===== src/rtl/riscv_pkg.sv =====
// Shared RISC-V core definitions used by the fetch stage.
package riscv_pkg;
   localparam int XLEN             = 64;
   localparam int ILEN             = 32;
   localparam int FETCH_ADDR_ALIGN = 2;
   localparam logic [ILEN-1:0] NOP_INSTR = 32'h0000_0013;

   typedef struct packed {
      logic [XLEN-1:0] addr;
   } imem_req_t;

   typedef struct packed {
      logic [ILEN-1:0] data;
      logic            err;
   } imem_rsp_t;
endpackage


===== src/rtl/riscv_if_fetch_fifo.sv =====
// Small synchronous FIFO with flush; used for the instruction buffer and the request-PC queue.
module riscv_if_fetch_fifo
   import riscv_pkg::*;
#(
   parameter int WIDTH = 8,
   parameter int DEPTH = 2
) (
   input  logic                   clk,
   input  logic                   rst,
   input  logic                   flush,
   input  logic                   push,
   input  logic                   pop,
   input  logic [WIDTH-1:0]       wdata,
   output logic [WIDTH-1:0]       rdata,
   output logic [$clog2(DEPTH):0] count,
   output logic                   full,
   output logic                   empty
);
   localparam int AW = $clog2(DEPTH);
   localparam int CW = AW + 1;

   logic [WIDTH-1:0] mem [DEPTH];
   logic [AW-1:0]    wptr;
   logic [AW-1:0]    rptr;
   logic             do_push;
   logic             do_pop;

   assign empty   = (count == '0);
   assign full    = (count == CW'(DEPTH));
   assign do_pop  = pop && !empty;
   // a full FIFO may still accept a push when the head leaves in the same cycle
   assign do_push = push && (!full || do_pop);
   assign rdata   = mem[rptr];

   always_ff @(posedge clk) begin
      if (rst || flush) begin
         wptr  <= '0;
         rptr  <= '0;
         count <= '0;
      end else begin
         if (do_push) wptr <= wptr + 1'b1;
         if (do_pop)  rptr <= rptr + 1'b1;
         count <= count + CW'(do_push) - CW'(do_pop);
      end
   end

   always_ff @(posedge clk) begin
      if (do_push && !flush && !rst) mem[wptr] <= wdata;
   end

   no_overflow: assert property (@(posedge clk) disable iff (rst || flush)
      !(push && full && !pop));
endmodule


===== src/rtl/riscv_if_fetch_unit.sv =====
// Instruction-fetch stage: owns the PC, issues word fetches under a credit limit,
// buffers responses for ID and drops stale responses after a redirect.
module riscv_if_fetch_unit
   import riscv_pkg::*;
#(
   parameter int                    INSTR_WIDTH = 32,
   parameter int                    ADDR_WIDTH  = 64,
   parameter logic [ADDR_WIDTH-1:0] RESET_PC    = '0,
   parameter int                    FIFO_DEPTH  = 2
) (
   input  logic                   i_clk,
   input  logic                   i_rst,
   output logic                   o_imem_req_valid,
   input  logic                   i_imem_req_ready,
   output logic [ADDR_WIDTH-1:0]  o_imem_req_addr,
   input  logic                   i_imem_rsp_valid,
   input  logic [INSTR_WIDTH-1:0] i_imem_rsp_data,
   input  logic                   i_imem_rsp_err,
   input  logic                   i_redirect,
   input  logic [ADDR_WIDTH-1:0]  i_redirect_pc,
   output logic                   o_instr_valid,
   input  logic                   i_id_ready,
   output logic [INSTR_WIDTH-1:0] o_instr,
   output logic [ADDR_WIDTH-1:0]  o_instr_pc,
   output logic                   o_fetch_err
);
   localparam int CW = $clog2(FIFO_DEPTH) + 1;
   localparam int EW = INSTR_WIDTH + 1 + ADDR_WIDTH;

   logic [ADDR_WIDTH-1:0]  pc;
   logic [CW-1:0]          drop;
   logic [CW:0]            outstanding;
   logic [CW:0]            outstanding_nxt;
   logic [CW:0]            credit_used;
   logic                   accept;
   logic                   rsp_keep;
   logic                   pop;

   logic [ADDR_WIDTH-1:0]  pq_head;
   logic [CW-1:0]          pq_count;
   logic                   pq_full;
   logic                   pq_empty;

   logic [EW-1:0]          ib_head;
   logic [CW-1:0]          ib_count;
   logic                   ib_full;
   logic                   ib_empty;

   // Every in-flight request is either tracked in the PC queue or pending drop.
   assign outstanding     = {1'b0, pq_count} + {1'b0, drop};
   assign credit_used     = outstanding + {1'b0, ib_count};
   assign outstanding_nxt = outstanding + (CW+1)'(accept) - (CW+1)'(i_imem_rsp_valid);

   // full terms are implied by the credit check; kept so neither queue can be overrun
   assign o_imem_req_valid = !i_rst && !i_redirect && !pq_full && !ib_full &&
                             (credit_used < (CW+1)'(FIFO_DEPTH));
   assign o_imem_req_addr  = pc;
   assign accept           = o_imem_req_valid && i_imem_req_ready;
   assign rsp_keep         = i_imem_rsp_valid && (drop == '0) && !pq_empty;

   assign o_instr_valid = !ib_empty && !i_redirect && !i_rst;
   assign pop           = o_instr_valid && i_id_ready;

   always_comb begin
      o_instr     = INSTR_WIDTH'(NOP_INSTR);
      o_instr_pc  = '0;
      o_fetch_err = 1'b0;
      if (!ib_empty && !i_rst) begin
         o_instr     = ib_head[ADDR_WIDTH+1 +: INSTR_WIDTH];
         o_fetch_err = ib_head[ADDR_WIDTH];
         o_instr_pc  = ib_head[ADDR_WIDTH-1:0];
      end
   end

   always_ff @(posedge i_clk) begin
      if (i_rst) begin
         pc   <= RESET_PC;
         drop <= '0;
      end else if (i_redirect) begin
         pc   <= {i_redirect_pc[ADDR_WIDTH-1:FETCH_ADDR_ALIGN], {FETCH_ADDR_ALIGN{1'b0}}};
         drop <= outstanding_nxt[CW-1:0];
      end else begin
         if (accept) pc <= pc + ADDR_WIDTH'(4);
         if (i_imem_rsp_valid && (drop != '0)) drop <= drop - CW'(1);
      end
   end

   riscv_if_fetch_fifo #(
      .WIDTH (ADDR_WIDTH),
      .DEPTH (FIFO_DEPTH)
   ) u_pc_queue (
      .clk   (i_clk),
      .rst   (i_rst),
      .flush (i_redirect),
      .push  (accept),
      .pop   (rsp_keep),
      .wdata (pc),
      .rdata (pq_head),
      .count (pq_count),
      .full  (pq_full),
      .empty (pq_empty)
   );

   riscv_if_fetch_fifo #(
      .WIDTH (EW),
      .DEPTH (FIFO_DEPTH)
   ) u_instr_buf (
      .clk   (i_clk),
      .rst   (i_rst),
      .flush (i_redirect),
      .push  (rsp_keep),
      .pop   (pop),
      .wdata ({i_imem_rsp_data, i_imem_rsp_err, pq_head}),
      .rdata (ib_head),
      .count (ib_count),
      .full  (ib_full),
      .empty (ib_empty)
   );
endmodule


===== config.mk =====
export PLATFORM = sky130hd
export DESIGN_NAME = riscv_if_fetch_unit
export DESIGN_NICKNAME = d
export VERILOG_FILES = /design/src/rtl/riscv_pkg.sv /design/src/rtl/riscv_if_fetch_fifo.sv /design/src/rtl/riscv_if_fetch_unit.sv
export SDC_FILE = /design/constraint.sdc
export NUM_CORES = 1
export LEC_CHECK = 0
export CAP_MARGIN = 20
export CORE_MARGIN = 10
export CORE_UTILIZATION = 58
export CTS_BUF_LIST = sky130_fd_sc_hd__clkbuf_16
export CTS_CLUSTER_DIAMETER = 100
export DETAILED_ROUTE_END_ITERATION = 10
export GPL_TIMING_DRIVEN = 1
export PLACE_DENSITY = 0.94
export SLEW_MARGIN = 20
export SYNTH_ARGS = -nofsm -noshare
export SYNTH_HDL_FRONTEND = slang
export SYNTH_SLANG_ARGS = --single-unit

===== constraint.sdc =====
create_clock -name i_clk -period 11.8 [get_ports i_clk]
set_input_delay 2.36 -clock i_clk [delete_from_list [all_inputs] [get_ports i_clk]]
set_output_delay 2.36 -clock i_clk [all_outputs]
set_load 0.01 [all_outputs]

# == Word-level counts from Yosys, hierarchy flattened ==
# Memory sizes are Yosys's and may differ from the RTL's. A register that Yosys moved wholly into a read port is not among the register bits.
# Index checks and enable logic that the tools add are counted.
# word_totals
ramBits,322
ff_bits,74
n_memories,2
output_inout_bits,163
elab_cells,79
# classes
n_eq_ne,2
addsub,14
order_cmp,1
reduce_logical,36
muxes,15
# memory_table
memory,depth,width,read_ports,rd_ports_with_merged_regs,write_ports,line,source
u_instr_buf.mem,2,97,1,1,1,riscv_if_fetch_fifo.sv:22,logic [WIDTH-1:0] mem [DEPTH];
u_pc_queue.mem,2,64,1,1,1,riscv_if_fetch_fifo.sv:22,
# ops
operator,count
$mux W64,3
$add A64 B3 Y64 const B,1
$mux W32,1
$logic_and A1 B1 Y1,20
$mux W1,9
$add A2 B1 Y2,3
$logic_not A1 Y1,6
$logic_not A2 Y1,3
$reduce_bool A2 Y1,3
$sub A2 B1 Y2,3
$add A1 B1 Y1 const B,4
$eq A2 B2 Y1 const B,2
$mux W2,2
$add A2 B2 Y3,1
$add A3 B2 Y3,1
$logic_or A1 B1 Y1,3
$lt A3 B2 Y1 const B,1
$reduce_or A2 Y1,1
$sub A2 B1 Y2 const B,1

# == Depth between registers and ports, before layout ==
# logic_depth
ltp_word,12
ltp_mapped,17

# == Modules after synthesis ==
# Synthesis repeated with hierarchy kept, for this count alone.
# hier_totals
cells_unflattened,1220
area_unflattened_um2,16905.0
# modules_own_cells
mod,cells_per_inst,area_per_inst_um2,instances,seq_area_each_um2
riscv_if_fetch_fifo (u_instr_buf),332,7244.4,1,5925.7
riscv_if_fetch_fifo (u_pc_queue),229,4849.7,1,3943.8
riscv_if_fetch_unit,659,4810.9,1,1281.2

# == Worst setup path before layout ==
# Ideal clock, no wire load.
# synth_timing
kind,input port to flip-flop
startpoint,in i_rst
endpoint,"mem u_instr_buf.mem[0][10] (netlist name), enable pin"
path_buffers,0
path_stages,6
setup_slack_ns,4.063
arrival_ns,7.188
cell_sequence,o21bai_1 > nor2_1 > nand2_1 > a21oi_1 > nand2_1 > nor2_1
# synth_via
elab_chain_len,10
# synth_lines
element,line,source
from (decl),riscv_if_fetch_unit.sv:12,"input logic i_rst,"
$logic_not A1 Y1,riscv_if_fetch_unit.sv:61,assign o_instr_valid = !ib_empty && !i_redirect && !i_rst;
$logic_and A1 B1 Y1,riscv_if_fetch_unit.sv:61,
net o_instr_valid,riscv_if_fetch_unit.sv:21,"output logic o_instr_valid,"
$logic_and A1 B1 Y1,riscv_if_fetch_unit.sv:62,assign pop = o_instr_valid && i_id_ready;
$logic_and A1 B1 Y1,riscv_if_fetch_fifo.sv:30,assign do_pop = pop && !empty;
$logic_or A1 B1 Y1,riscv_if_fetch_fifo.sv:32,assign do_push = push && (!full || do_pop);
$logic_and A1 B1 Y1,riscv_if_fetch_fifo.sv:32,
$logic_and A1 B1 Y1 (2 in a row),riscv_if_fetch_fifo.sv:48,if (do_push && !flush && !rst) mem[wptr] <= wdata;
$mux W1,riscv_if_fetch_fifo.sv:48,
$mux W1 (implied by the code),riscv_if_fetch_fifo.sv:48,
to (decl),riscv_if_fetch_fifo.sv:22,
# The timed path passes the listed nets, and every way through them passes these cells.

# == Final worst setup path ==
# layout_timing
startpoint,in i_rst
endpoint,out o_instr_pc[53]
# layout_via
elab_chain_len,3
# layout_lines
element,line,source
$logic_not A1 Y1,riscv_if_fetch_unit.sv:68,if (!ib_empty && !i_rst) begin
$logic_and A1 B1 Y1,riscv_if_fetch_unit.sv:68,
$mux W64,riscv_if_fetch_unit.sv:68,
to (decl),riscv_if_fetch_unit.sv:24,"output logic [ADDR_WIDTH-1:0] o_instr_pc,"
# No other way between the ends.

==> results by group <==
Outcome
  – Outcome: finished, final reports clean

CTS
  – TritonCTS Buffers: 39
  – Postcts setup bufs: 0
  – Worst-skew pair later-pin latency: 0.52 ns
  – H-tree depth: 2
  – Clock slew at reported path FFs: 0.06 ns
  – CTS tree: yes
  – CTS Buffer Depth: 3
  – Clock sinks: 388
  – Post_cts resized: 0
  – Cts hold-fix bufs: 0
  – Root buffer cell: clkbuf_16

Placement
  – HPWL after DPL: 28300 um
  – Final Wtd Congestion: 0.863
  – Post-Place Cells: 1767
  – Port Buf Inserts: 259

Final layout
  – Final net count: 1550
  – Finished Layout Cells: 1838
  – Fraction of layout cells with a size suffix above 1: 10.4%
  – Final Util: 74.3%
  – Layout overhead on the synthesized area: 25.4%
  – Fillers: 1664

Setup path
  – Critical Path Max Stage Delay: 0.57 ns
  – R2R Setup Slk: 7.71 ns
  – WS Path Type: in -> out
  – Critical path launch point type: primary input
  – R2r endpoint: u_pc_queue.mem[1][18]
  – Crit-path cells: buf_2 > buf_4 > o21bai_4 > buf_4 > nor2_1 > clkdlybuf4s50_1
  – Critical Path Start: i_rst
  – Required time of the critical path: 9.44 ns
  – Cells on worst reg2reg path: 7
  – Crit path max-delay family: buffers and inverters
  – Critical-path top delay cell: buf_4
  – Crit-path max FO: 60
  – Reg2reg start: drop[0]
  – Cell mode on critical path: buf_4
  – Crit path depth: 6
  – Critical path arrival: 4.80 ns
  – CP endpoint kind: primary output
  – Worst Setup EP: o_instr_pc[53]
  – CP Buf/Inv Count: 4

Yosys
  – Sequential area share after synthesis: 67.9%
  – Top-area cell type share of the netlist area: 58.7%
  – Top_reg_cell synth: edfxtp_1
  – Post-synth cell types: 62
  – Fraction of registers with async set/reset: 0%
  – Avg Cell Area, Syn: 13.6 um^2
  – Synth top cells by count: edfxtp_1 (314), nor2_1 (155), mux2i_1 (92)
  – Register bit total from synthesis: 388
  – Post-synth top area cell: edfxtp_1
  – Post-synth EDFFs: 314
  – Top-count cell post-synth: edfxtp_1
  – Post-Syn Area: 0.0161 mm^2
  – Synth area leaders: edfxtp_1 (59%), dfxtp_1 (9.2%), mux2i_1 (5.7%)
  – Syn. warnings: 0
  – Syn Inst Count: 1180

Floorplan
  – Die Y: 186 um
  – Starting Density: 59.3%
  – Io pins: 266
  – Core area: 0.0271 mm^2
  – Die area: 0.0348 mm^2
  – Row cnt: 60
  – Die X-Extent: 186 um

Global routing
  – Grt ovf: 0
  – Global-route wire length before repair: 64600 um
  – Antenna violations before repair: 2
  – Largest net degree at the start of global routing: 67
  – Vias in the first global route: 11060
  – Met3 capacity usage during global routing: 5.36%
  – Total GRT Usage: 23.4%
  – GRT busiest layer: met2
  – GRT met2 Usage: 39.7%
  – Met1 Use GR: 29.3%

Power and ir drop
  – Power Dens Cells: 138 mW/mm^2
  – Leak pwr: 0.00659 uW
  – Final Total Pwr: 2790 uW
  – Max VDD drop: 0.000122 V

Timing
  – Final hold violations: 0
  – Fin crit period: 7.16 ns
  – RSZ-0062 raised after global routing: false
  – Max Clk Rate: 140 MHz
  – Max Slew Vio Count: 0
  – Relative slew slack: 30.9%
  – # setup viols final: 0
  – Crit share post-route: 60.7%
  – Slew of the pin with the lowest slew margin: 1.04 ns
  – Setup TNS: 0 ns
  – Clock Skew: 0.0229 ns

Routing
  – Vias per cell: 5.96
  – Drt first pass iters: 7
  – Via count: 10958
  – Starting DRT DRC Count: 1302
  – Post-Route WL: 42200 um
  – Post-route ant nets: 0
  – DRC violations left: 0
  – Post-DR wirelength/cell: 23.0 um

Hold path
  – Worst min path class: reg -> reg

Job
  – Max-Cap Viols: 0
-- layout make-up --
type                       count  area [um^2]  area share, %
tap                          372          465           2.31
timing repair buffer         273         2710           13.4
clock inverter                30          125          0.621
sequential                   388        10900           54.2
inverter                      18         67.6          0.335
clock buffer                  39          976           4.84
antenna                        2         5.00         0.0248
multi-input combinational    716         4880           24.2
-- how the worst min path moves through the flow --
stage,startpoint,end,slack (ns),cells past startpoint
5_1_grt,u_instr_buf.rptr,flip-flop,0.56,2
4_1_cts,u_instr_buf.rptr,u_instr_buf.rptr,0.52,2
3_3_place_gp,u_pc_queue.rptr,u_pc_queue.rptr,0.49,2
2_1_floorplan,u_pc_queue.rptr,flip-flop,0.47,2
3_5_place_dp,u_instr_buf.rptr,u_instr_buf.rptr,0.51,2
6_report,u_instr_buf.rptr,u_instr_buf.rptr,0.53,2
-- kinds of logic after synthesis --
family,count (synthesis),synth area share (%)
compound gates,127,5.27
mux,159,10.4
other cells,1,0.0233
simple gates,379,11.5
flops,388,67.9
fa+ha+maj,11,0.950
xor+xnor,36,1.96
buf+inv,79,1.99
-- metrics by stage --
stage	instance area, um^2	hold slack (ns)	setup WS, ns
6_report	20100	0.529	4.64
5_1_grt	20100	0.557	4.52
4_1_cts	20100	0.523	4.62
3_5_place_dp	19000	0.507	4.62
3_3_place_gp	19000	0.486	4.53
2_1_floorplan	16100	0.472	4.06
-- routing by layer --
metal | part of all wire [%] | up-vias
met5 | 0 | -
met4 | 2.2 | 0
met3 | 9.2 | 73
met2 | 49 | 581
met1 | 39 | 5375
li1 | - | 4929
-- registers in the layout, summed over array words and instances, names as in the netlist, named ones only --
signal and cells:
u_instr_buf.wptr 1, u_pc_queue.count 2, u_instr_buf.count 2, u_instr_buf.rptr 1
u_pc_queue.mem 124, u_pc_queue.wptr 1, u_instr_buf.mem 190, drop 2
o_imem_req_addr 62, u_pc_queue.rptr 1
-- worst min-delay path, delay by kind of cell (launching register included) --
kind / cells / cell delay (ns)
simple gates: 1 / 0.08
flops: 1 / 0.32
xor+xnor: 1 / 0.09
-- where the power goes --
| group | switching [uW] | total, uW | internal [uW] |
|---|---|---|---|
| Clock | 476 | 1070 | 597 |
| Sequential | 35.7 | 1540 | 1500 |
| Combinational | 86.8 | 176 | 89.1 |
-- layout by cell type, fill, tap and decap left out, types with 4 or more instances in the layout --
cell type | Yosys | layout
or3_1 | 5 | 5
nor3_1 | 12 | 12
nor2b_1 | 8 | 8
inv_1 | 16 | 32
xnor2_1 | 27 | 27
o22ai_1 | 10 | 10
o21ai_0 | 12 | 12
a211o_1 | 4 | 4
a21oi_1 | 30 | 30
dfxtp_1 | 74 | 72
buf_4 | 4 | 13
clkinv_1 | 1 | 8
nand2_1 | 72 | 72
o211ai_1 | 6 | 6
conb_1 | 1 | 4
ha_1 | 9 | 9
clkbuf_16 | 0 | 39
a211oi_1 | 11 | 11
a31oi_1 | 19 | 19
clkinv_2 | 0 | 6
and4_1 | 6 | 6
and3_1 | 17 | 15
nor4_1 | 19 | 19
mux2_2 | 67 | 67
a221oi_1 | 5 | 5
nor2_1 | 155 | 153
a21o_1 | 7 | 7
nand3_1 | 27 | 27
edfxtp_1 | 314 | 314
or2_2 | 4 | 4
and2_1 | 12 | 12
clkdlybuf4s50_1 | 0 | 257
mux2i_1 | 92 | 92
xor2_1 | 9 | 9
or4_1 | 4 | 4
nand4_1 | 24 | 24
No activity file was read; power rests on OpenSTA's default activity.
